## config.mk

```make
export PLATFORM = sky130hd
export DESIGN_NAME = cam_capture_rgb332
export DESIGN_NICKNAME = d
export VERILOG_FILES = /design/src/rtl/cam_capture_rgb332.sv
export SDC_FILE = /design/constraint.sdc
export NUM_CORES = 1
export LEC_CHECK = 0
export ABC_CLOCK_PERIOD_IN_PS = 4000
export BUFFER_PORTS_ARGS = -buffer_cell sky130_fd_sc_hd__buf_2
export CAP_MARGIN = 20
export CORE_AREA = 2 2 129 68
export CTS_CLUSTER_SIZE = 28
export DETAILED_ROUTE_END_ITERATION = 12
export DIE_AREA = 0 0 131 70
export PLACE_DENSITY_LB_ADDON = 0.2
export SYNTH_ARGS = -nofsm -noshare
export SYNTH_HDL_FRONTEND = slang
export SYNTH_SLANG_ARGS = --single-unit
```

## constraint.sdc

```tcl
create_clock -name clk -period 4 [get_ports clk]
set_clock_uncertainty 0.1 [all_clocks]
set_input_delay 0.8 -clock clk [delete_from_list [all_inputs] [get_ports clk]]
set_output_delay 0.8 -clock clk [all_outputs]
set_load 0.01 [all_outputs]
```

## src/rtl/cam_capture_rgb332.sv

```systemverilog
// Camera capture: samples the RGB565 byte stream, packs each pixel to RGB332 and
// drives a linear frame-buffer write port with a one-cycle strobe per stored pixel.
module cam_capture_rgb332 #(
  parameter int AW    = 15,
  parameter int DW    = 8,
  parameter int IMG_W = 160,
  parameter int IMG_H = 120
) (
  input  logic          clk,
  input  logic          rst,
  input  logic          vsync,
  input  logic          href,
  input  logic [7:0]    px_data,
  output logic [AW-1:0] addr_out,
  output logic [DW-1:0] data_out,
  output logic          regwrite,
  output logic          frame_done,
  output logic          overflow
);

  localparam int CW = $clog2(IMG_W + 1);
  localparam int RW = $clog2(IMG_H + 1);
  localparam logic [CW-1:0] COL_MAX   = CW'(IMG_W);
  localparam logic [RW-1:0] ROW_MAX   = RW'(IMG_H);
  localparam logic [AW-1:0] BASE_STEP = AW'(IMG_W);

  typedef enum logic [1:0] {IDLE, WAIT_VS_LOW, BYTE1, BYTE2} state_t;

  state_t        state_q, state_d;
  logic [5:0]    b1_q, b1_d;
  logic          href_q;
  logic [CW-1:0] col_q, col_d;
  logic [RW-1:0] row_q, row_d;
  logic [AW-1:0] base_q, base_d;
  logic [AW-1:0] addr_q, addr_d;
  logic [DW-1:0] data_q, data_d;
  logic          regwrite_q, regwrite_d;
  logic          frame_done_q, frame_done_d;
  logic          overflow_q, overflow_d;

  always_comb begin
    state_d      = state_q;
    b1_d         = b1_q;
    col_d        = col_q;
    row_d        = row_q;
    base_d       = base_q;
    addr_d       = addr_q;
    data_d       = data_q;
    regwrite_d   = 1'b0;
    frame_done_d = 1'b0;
    overflow_d   = overflow_q;

    case (state_q)
      IDLE: begin
        if (vsync) state_d = WAIT_VS_LOW;
      end
      WAIT_VS_LOW: begin
        col_d      = '0;
        row_d      = '0;
        base_d     = '0;
        overflow_d = 1'b0;
        if (!vsync) state_d = BYTE1;
      end
      BYTE1, BYTE2: begin
        if (vsync) begin
          // Frame boundary wins; any half-assembled pixel is simply abandoned.
          frame_done_d = 1'b1;
          state_d      = WAIT_VS_LOW;
        end else if (href) begin
          if (state_q == BYTE1) begin
            b1_d    = {px_data[7:5], px_data[2:0]};
            state_d = BYTE2;
          end else begin
            if (col_q < COL_MAX && row_q < ROW_MAX) begin
              addr_d     = base_q + AW'(col_q);
              data_d     = {b1_q, px_data[4:3]};
              regwrite_d = 1'b1;
            end else begin
              overflow_d = 1'b1;
            end
            if (col_q != COL_MAX) col_d = col_q + CW'(1);
            state_d = BYTE1;
          end
        end else begin
          state_d = BYTE1;
          // href falling edge ends the line; empty lines do not consume a row.
          if (href_q && col_q != '0) begin
            col_d = '0;
            if (row_q != ROW_MAX) begin
              row_d  = row_q + RW'(1);
              base_d = base_q + BASE_STEP;
            end
          end
        end
      end
      default: state_d = IDLE;
    endcase
  end

  always_ff @(posedge clk) begin
    if (rst) begin
      state_q      <= IDLE;
      b1_q         <= '0;
      href_q       <= 1'b0;
      col_q        <= '0;
      row_q        <= '0;
      base_q       <= '0;
      addr_q       <= '0;
      data_q       <= '0;
      regwrite_q   <= 1'b0;
      frame_done_q <= 1'b0;
      overflow_q   <= 1'b0;
    end else begin
      state_q      <= state_d;
      b1_q         <= b1_d;
      href_q       <= href;
      col_q        <= col_d;
      row_q        <= row_d;
      base_q       <= base_d;
      addr_q       <= addr_d;
      data_q       <= data_d;
      regwrite_q   <= regwrite_d;
      frame_done_q <= frame_done_d;
      overflow_q   <= overflow_d;
    end
  end

  assign addr_out   = addr_q;
  assign data_out   = data_q;
  assign regwrite   = regwrite_q;
  assign frame_done = frame_done_q;
  assign overflow   = overflow_q;

endmodule
```

==> results.toml <==
[run_status]
run_status = "finished clean"

[clock_network]
clkLatencyLatePin_ns = 0.33
cts.repair.resized = 0
postCtsSetupBuffers = 0
cts_tree = "done"
numCtsBuffers = 9
cts.sinks = 60
htree_levels = 3
clkTransAtPathRegs_ns = 0.05
root_buffer = "clkbuf_16"
cts_hold_buf = 0
cts_buffer_depth = 2

[critical_path]
cp-start-kind = "flip-flop"
r2r_cells = 4
cp.required_ns = 4.13
crit_start = "state_q[1]"
cp_data_arrival_time_ns = 2.72
reg2reg_slack_ns = 1.41
critical_path.endpoint = "base_q[14]"
r2r_end = "base_q[14]"
critPathCaptureType = "flip-flop"
reg2reg_from = "state_q[1]"
critPathMaxFanout = 25
crit_type = "flip-flop to flip-flop"

[die]
initial_utilization_pct = 38.1
std_cell_rows = 24
die-width_um = 131
ios = 38
die_h_um = 70
design.die.area_mm2 = 0.00917
core_area_mm2 = 0.00826

[placed_design]
gp_congestion = 0.854
pre_cts_ws_ns = 1.34
hpwl_um = 5970
dpl_cell_area_mm2 = 0.00338
post-place-cells = 517
port_buffers = 37

[global_routing]
grt_pass1_wl_um = 13600
grt_pass1_vias = 2613
grt_max_degree = 45
gr-total-overflow = 0
antenna_found_initial = 0
grt_use_total_pct = 18.9

[drt]
ant_nets = 0
vias = 2991
avgRoutedWirePerCell_um = 15.9
first_iter_violations = 273
drcViolationCount = 0
vias_per_cell = 5.61
drt-total-wl_um = 8450
dr.pass1.iters = 4

[yosys]
postSynth.asyncResetShare_pct = 0
ys_seq_elements = 60
syn_inst = 390
ys.flop_type = "dfxtp_1"
synth_edf_count = 0
synth.cell_area_mm2 = 0.00315
syn-mean-instance-area_um2 = 8.08
yosysSeqAreaShare_pct = 38.1
yosysUniqueCellTypes = 57
yosysWarnings = 0
synth_nets = 410

[cells_and_area]
final_core_util_pct = 45.0
final_cell_area_mm2 = 0.00372
areaGrowthSynthToFinish_pct = 18.1
num_antenna_cells = 0
layout.nets = 431
layout_common_cells = "dfxtp_1, nand2_1, buf_2"
drive_above_1_share_pct = 15.6
nFillCells = 830
instances_no_fill = 533
final_common_cell = "dfxtp_1"

[sta]
max_freq_mhz = 386
drv_slew = 0
fin_crit_sh_pct = 64.7
holdWs_ns = 0.350
hold_violations = 0
rsz0062_at_grt = "false"
finalSetupViolCount = 0
max_slew_margin_pct = 32.9
tightest_slew_ns = 1.00
fin_crit_ns = 2.59
timing.setup.tns_ns = 0
fin_ws_ns = 1.41

[run]
drv_cap = 0

[pwr]
p_per_area_mw_per_mm2 = 407
power_mw = 1.51
ir_worst_vdd_mv = 0.188
leakagePower_nw = 1.38

[worst_hold_path]
hold_path.class = "flip-flop to flip-flop"
holdCritStartpoint = "data_out[7]"
## Yosys cell counts, drive strengths merged (2+ instances only)
cell type | count | share of area [%]
a211oi | 17 | 4.1
xnor2 | 3 | 0.83
a21oi | 20 | 3.2
inv | 14 | 1.7
o21ai | 8 | 1.4
nor2 | 23 | 2.7
a311oi | 3 | 0.83
o311ai | 2 | 0.56
a31o | 3 | 0.83
a21boi | 2 | 0.48
nor3 | 6 | 1.1
nand2b | 4 | 0.79
a211o | 3 | 0.83
buf | 10 | 1.7
dfxtp | 60 | 38
or3 | 9 | 1.8
clkbuf | 21 | 2.5
nand3 | 18 | 2.9
o31ai | 8 | 1.9
a21o | 4 | 0.95
nor4 | 4 | 0.79
and3 | 5 | 0.99
ha | 8 | 3.2
and2 | 5 | 0.99
xor2 | 3 | 0.83
nor2b | 6 | 1.2
o211ai | 9 | 2.1
nand4 | 9 | 1.8
nand2 | 57 | 6.8
o211a | 3 | 0.95
a31oi | 11 | 2.2
or4 | 7 | 1.7
o21a | 2 | 0.48
mux2i | 6 | 1.9
## layout make-up
type | instances | area [um2] | share of cell area [%]
Tap cell | 117 | 146 | 3.94
Timing Repair Buffer | 41 | 215 | 5.79
Multi-Input combinational cell | 285 | 1770 | 47.5
Clock buffer | 12 | 267 | 7.16
Sequential cell | 60 | 1200 | 32.3
Inverter | 14 | 52.6 | 1.41
Clock inverter | 4 | 70.1 | 1.88
## sequential cells by signal (all words and copies together) (netlist names)
signal      flops
addr_out       15
b1_q            6
base_q         10
col_q           8
data_out        8
frame_done      1
href_q          1
overflow        1
regwrite        1
row_q           7
state_q         2
## routing by layer
metal	global-route usage, %	up-vias	routed length [um]
met5	0	-	0
met4	3.90	0	46
met3	4.83	8	615
met2	24.2	106	3240
met1	30.9	1396	4550
li1	-	1481	-
## critical path, stage by stage, from the launching register on
cell	delay (ns)
dfxtp_1	0.84
or3b_1	0.61
or4_1	0.44
or4_1	0.40
o311ai_1	0.09
## kinds of logic (layout without fill, tap and decap cells)
| group | after synthesis | in the layout | synth area share [%] |
|---|---|---|---|
| flops | 60 | 60 | 38.1 |
| xor+xnor | 6 | 6 | 1.67 |
| mux | 6 | 6 | 1.91 |
| buf+inv | 45 | 71 | 5.88 |
| simple gates | 161 | 161 | 25.9 |
| fa+ha+maj | 8 | 8 | 3.18 |
| compound gates | 104 | 104 | 23.3 |
## report_power, final
| part | switching (mW) | total, mW | internal, mW | leakage, nW |
|---|---|---|---|---|
| Clock | 0.267 | 0.860 | 0.593 | 0.169 |
| Sequential | 0.00574 | 0.607 | 0.601 | 0.484 |
| Combinational | 0.0341 | 0.0473 | 0.0131 | 0.726 |
| Total | 0.307 | 1.51 | 1.21 | 1.38 |
## worst min path at each step
stage                  end  slack (ns)  cells after the start
3_5_place_dp   data_out[2]        0.35                      2
6_report       data_out[7]        0.35                      2
5_1_grt        data_out[4]        0.36                      2
3_3_place_gp   data_out[3]        0.34                      2
4_1_cts        data_out[7]        0.35                      2
2_1_floorplan  data_out[2]        0.33                      2
No activity file was read; power rests on OpenSTA's default activity.
